==> config.mk <==
export PLATFORM = sky130hd
export DESIGN_NAME = ifu
export DESIGN_NICKNAME = d
export VERILOG_FILES = /design/src/rtl/ifu.sv
export SDC_FILE = /design/constraint.sdc
export NUM_CORES = 1
export LEC_CHECK = 0
export ABC_AREA = 0
export BUFFER_PORTS_ARGS = -buffer_cell sky130_fd_sc_hd__buf_4
export CORE_MARGIN = 4
export CORE_UTILIZATION = 55
export DETAILED_ROUTE_END_ITERATION = 8
export HOLD_SLACK_MARGIN = 0.1
export PLACE_DENSITY = 0.77
export SLEW_MARGIN = 0
export SYNTH_ARGS = -nofsm -noshare
export SYNTH_HDL_FRONTEND = slang
export SYNTH_SLANG_ARGS = --single-unit
==> constraint.sdc <==
create_clock -name clk -period 6.05 [get_ports clk]
set_input_delay 0.3025 -clock clk [delete_from_list [all_inputs] [get_ports clk]]
set_output_delay 0.3025 -clock clk [all_outputs]
set_load 0.05 [all_outputs]
==> src/rtl/ifu.sv <==
// Instruction fetch unit: generates the PC, issues word fetches over req/gnt/rvalid,
// and buffers returned words in order for the if_id register. A jump flushes everything in flight.
module ifu #(
    parameter logic [31:0] RESET_PC = 32'h0000_0000,
    parameter int unsigned DEPTH    = 4
) (
    input  logic        clk,
    input  logic        rstn,
    input  logic        jump_i,
    input  logic [31:0] jump_addr_i,
    output logic        imem_req_o,
    output logic [31:0] imem_addr_o,
    input  logic        imem_gnt_i,
    input  logic        imem_rvalid_i,
    input  logic [31:0] imem_rdata_i,
    output logic [31:0] inst_o,
    output logic [31:0] instaddr_o,
    output logic        inst_valid_o,
    input  logic        id_ready_i
);

    localparam int unsigned   AW        = $clog2(DEPTH);
    localparam int unsigned   PW        = AW + 1;
    localparam logic [PW:0]   DEPTH_OCC = (PW+1)'(DEPTH);
    localparam logic [PW-1:0] PTR_ONE   = PW'(1);
    localparam logic [31:0]   NOP       = 32'h0000_0013;

    logic [31:0]    pc_q;
    logic [PW-1:0]  alloc_q;
    logic [PW-1:0]  fill_q;
    logic [PW-1:0]  read_q;
    logic [PW-1:0]  discard_cnt;
    logic [DEPTH-1:0] filled_q;
    logic [31:0]    buf_addr [DEPTH];
    logic [31:0]    buf_data [DEPTH];

    logic [AW-1:0]  alloc_idx;
    logic [AW-1:0]  fill_idx;
    logic [AW-1:0]  read_idx;
    logic [PW-1:0]  used;
    logic [PW:0]    occupancy;
    logic           grant;
    logic           rsp_drop;
    logic           rsp_fill;
    logic           pop;
    logic [PW-1:0]  jump_discard;

    assign alloc_idx = alloc_q[AW-1:0];
    assign fill_idx  = fill_q[AW-1:0];
    assign read_idx  = read_q[AW-1:0];

    // Slots still owed a response after a flush count against capacity, so a
    // stale response can never land in an entry that has been reallocated.
    assign used      = alloc_q - read_q;
    assign occupancy = {1'b0, used} + {1'b0, discard_cnt};

    assign imem_req_o  = !jump_i && (occupancy < DEPTH_OCC);
    assign imem_addr_o = pc_q;
    assign grant       = imem_req_o && imem_gnt_i;

    assign rsp_drop = imem_rvalid_i && (discard_cnt != '0);
    assign rsp_fill = imem_rvalid_i && (discard_cnt == '0);

    assign inst_valid_o = filled_q[read_idx] && (read_q != alloc_q) && !jump_i;
    assign inst_o       = inst_valid_o ? buf_data[read_idx] : NOP;
    assign instaddr_o   = inst_valid_o ? buf_addr[read_idx] : 32'h0;
    assign pop          = inst_valid_o && id_ready_i;

    // Everything granted but not yet returned is dropped, including a response arriving now.
    assign jump_discard = (alloc_q - fill_q) + discard_cnt
                        - (imem_rvalid_i ? PTR_ONE : '0);

    always_ff @(posedge clk or negedge rstn) begin
        if (!rstn) begin
            pc_q        <= RESET_PC;
            alloc_q     <= '0;
            fill_q      <= '0;
            read_q      <= '0;
            discard_cnt <= '0;
            filled_q    <= '0;
        end else if (jump_i) begin
            pc_q        <= jump_addr_i & 32'hFFFF_FFFC;
            alloc_q     <= read_q;
            fill_q      <= read_q;
            filled_q    <= '0;
            discard_cnt <= jump_discard;
        end else begin
            if (grant) begin
                pc_q                <= pc_q + 32'd4;
                alloc_q             <= alloc_q + PTR_ONE;
                filled_q[alloc_idx] <= 1'b0;
            end
            if (rsp_drop) begin
                discard_cnt <= discard_cnt - PTR_ONE;
            end
            if (rsp_fill) begin
                fill_q             <= fill_q + PTR_ONE;
                filled_q[fill_idx] <= 1'b1;
            end
            if (pop) begin
                read_q <= read_q + PTR_ONE;
            end
        end
    end

    // Payload storage carries no reset; the filled bits gate every use of it.
    always_ff @(posedge clk) begin
        if (grant) begin
            buf_addr[alloc_idx] <= pc_q;
        end
        if (rsp_fill && !jump_i) begin
            buf_data[fill_idx] <= imem_rdata_i;
        end
    end

endmodule

==> flow_metrics.env <==
export IMPL_p_leak_uw=0.00561
export IMPL_seqPwrFrac_pct=45.8
export IMPL_cts_sinks=294
export IMPL_io_buffers=161
export IMPL_routed_wl_um=27700
export IMPL_grt_ovfl_total=0
export IMPL_syn_to_final_growth_pct=24.8
export IMPL_setup_worst_path_class="reg -> reg"
export IMPL_ys_seq_area_share_pct=69.1
export IMPL_fin_crit_ns=4.37
export IMPL_timing_critical_path_from="read_q[0]"
export IMPL_slowest_stage="nand4_1"
export IMPL_ff2ff_setup_slack_ns=1.68
export IMPL_synth_most_common_cell="edfxtp_1"
export IMPL_synth_async_reset_ratio_pct=15.6
export IMPL_synth_cell_types=49
export IMPL_path_clk_slew_ns=0.06
export IMPL_cts_tree="yes"
export IMPL_ir_drop_mv=0.289
export IMPL_required_ns=6.50
export IMPL_whs_endpoint="filled_q[0]"
export IMPL_clk_latency_ns=0.54
export IMPL_nNetsFinal=1058
export IMPL_cp_slowest_stage_delay_ns=0.89
export IMPL_timing_rr_end="imem_addr_o[20]"
export IMPL_grt_pass1_vias=7680
export IMPL_rr_startpoint="read_q[0]"
export IMPL_end_kind="flip-flop"
export IMPL_setup_violations=0
export IMPL_finalCritPeriodShare_pct=72.3
export IMPL_slew_violations=0
export IMPL_finClkSkew_ns=0.0125
export IMPL_vias=7507
export IMPL_num_io_pins=168
export IMPL_yosys_warnings=0
export IMPL_synth_edff_count=248
export IMPL_critical_path_arrival_ns=4.83
export IMPL_fmax_ghz=0.229
export IMPL_drt_iter0_drc=668
export IMPL_synth_top_area_share_pct=59.8
export IMPL_status="completed"
export IMPL_internal_power_uw=3940
export IMPL_numCtsBuffers=29
export IMPL_die_area_um2=25100
export IMPL_clockBufferDepth=3
export IMPL_grt_usage_pct=22.4
export IMPL_reg2reg_depth=10
export IMPL_ys_flop_type="edfxtp_1"
export IMPL_clockPowerShare_pct=31.7
export IMPL_nFillCells=1376
export IMPL_drive_gt1_share_pct=30.9
export IMPL_clockRootBuffer="clkbuf_16"
export IMPL_dpl_hpwl_um=16800
export IMPL_core_area_um2=22000
export IMPL_start_util_pct=56.5
export IMPL_synth_area_leaders="edfxtp_1 60%, mux4_2 11%, dfrtp_1 9.2%"
export IMPL_grt_max_degree=67
export IMPL_yosysTopAreaCell="edfxtp_1"
export IMPL_ant_nets=0
export IMPL_synth_seq_cells=294
export IMPL_synth_common_cells="248 x edfxtp_1, 65 x and2_1, 63 x mux4_2"
export IMPL_p_switching_uw=1560
export IMPL_rows=54
export IMPL_cp_max_fo=32
export IMPL_hp_start="imem_rvalid_i"
export IMPL_power_density_nw_per_um2=354
export IMPL_maxSlewHeadroom_pct=24.3
export IMPL_synthCells=735
export IMPL_syn_area_per_cell_um2=16.9
export IMPL_min_path_cells=3
export IMPL_drc=0
export IMPL_chipWidth_um=158
export IMPL_h_tree_depth=1
export IMPL_max_cap_viol_count=0
export IMPL_ctsResizeCount=0
export IMPL_cp_common_cell="ha_1"
export IMPL_worstSetupStartpointType="flip-flop"
export IMPL_place_gp_congestion=0.847
export IMPL_antenna_found_initial=0
export IMPL_p_sw_share_pct=28.4
export IMPL_path_cells="ha_1 -> inv_1 -> fa_1 -> xnor2_1 -> ha_1 -> nor3_1 -> buf_4 -> nand4_1 -> or4_1 -> a31oi_1"
export IMPL_die_h_um=158
export IMPL_p_comb_share_pct=22.5
export IMPL_viasPerCell=5.92
export IMPL_drtPass1Iterations=5
export IMPL_hold_viol=0
export IMPL_grt_pass1_wl_um=43100
export IMPL_tightestPinTransition_ns=1.13
export IMPL_n_antenna_cell=0
export IMPL_avgRoutedWirePerCell_um=21.8
export IMPL_tns_ns=0
export IMPL_hold_path_class="in -> reg"
export IMPL_total_power_uw=5500
export IMPL_grt_setup_unrepaired="false"
export IMPL_synth_area_um2=12400
## cell type report
class / count / area (um^2) / area share [%]
clock buffer: 34 / 744 / 4.79
clock inverter: 19 / 175 / 1.13
inverter: 20 / 75.1 / 0.483
multi-input combinational: 379 / 3600 / 23.2
sequential: 294 / 8600 / 55.4
tap: 280 / 350 / 2.26
timing repair buffer: 242 / 1980 / 12.7
## routing by layer
metal | share of wire [%] | global-route usage [%] | vias to the layer above
li1 | - | - | 3341
met3 | 5.1 | 2.77 | 31
met5 | 0 | 0 | -
met2 | 52 | 39.0 | 267
met1 | 41 | 30.9 | 3868
met4 | 1.5 | 4.51 | 0
## worst max-delay path, delay by kind of cell, from the launching register on
kind,cells,cell delay [ns]
AOI/OAI and AO/OA,1,0.18
xor gates and xnor gates,1,0.17
adders and majority gates,3,0.89
buffers and inverters,2,0.27
DFF,1,0.84
and+or+nand+nor,3,1.93
## what timing repair did
action                                  CTS  global route
hold buffers                             64             0
hold endpoints to repair                206             0
endpoints found under the setup margin    0             0
buffers inserted                          0             0
## metrics by stage
stage | setup slack, ns | hold slack [ns] | area, um^2 | util, % | instances
after floorplan | 0.585 | 0.00691 | 12500 | - | 738
after global placement | 1.85 | 0.373 | 14000 | 63.4 | 1151
after detailed placement | 1.74 | 0.377 | 14000 | 63.4 | 1151
after CTS | 1.66 | 0.118 | 15500 | 70.5 | 1268
after global routing | 1.34 | 0.180 | 15500 | 70.5 | 1268
final | 1.68 | 0.144 | 15500 | 70.5 | 1268
## how the worst max path moves through the flow
stage	slack, ns	endpoint
after floorplan	0.58	buf_addr[0][10]
after global placement	1.85	imem_addr_o[30]
after detailed placement	1.74	imem_addr_o[30]
after CTS	1.66	imem_addr_o[20]
after global routing	1.34	imem_addr_o[22]
final	1.68	imem_addr_o[20]
## placed cells by master, fill, tap and decap left out, types with 6 or more instances in the layout
cell,instances
dlygate4sd3_1,64
xnor2_1,11
o31ai_1,14
nand3_1,20
mux4_2,63
nand2_1,29
ha_1,17
clkbuf_16,29
clkinv_2,7
nor2_1,27
and2_1,65
o21ai_0,10
edfxtp_1,248
nand4_1,12
or4_1,18
inv_1,20
buf_4,178
xor2_1,6
dfrtp_1,44
a31oi_1,16
## flip-flops by register name, summed over array words and instances (netlist names)
signal / cells
buf_data: 128
buf_addr: 120
imem_addr_o: 30
filled_q: 4
alloc_q: 3
discard_cnt: 3
fill_q: 3
read_q: 3
## power by group through the flow
stage / Combinational [uW] / Clock, uW / Sequential, uW
finish: 1240 / 1750 / 2520
global route: 1350 / 1870 / 2540
CTS: 1250 / 1770 / 2520
detailed placement: 1210 / 0 / 2560
global placement: 1180 / 0 / 2560
floorplan: 865 / 0 / 2560
## logic make-up after synthesis
family | Yosys count | share of synthesized area (%)
other | 1 | 0.0301
AOI/OAI and AO/OA | 62 | 3.41
adders and majority gates | 22 | 2.51
buffers and inverters | 65 | 2.21
and+or+nand+nor | 202 | 9.39
xor gates and xnor gates | 17 | 1.20
muxes | 72 | 12.2
DFF | 294 | 69.1
Note: power is estimated with default switching activity, not from simulation.
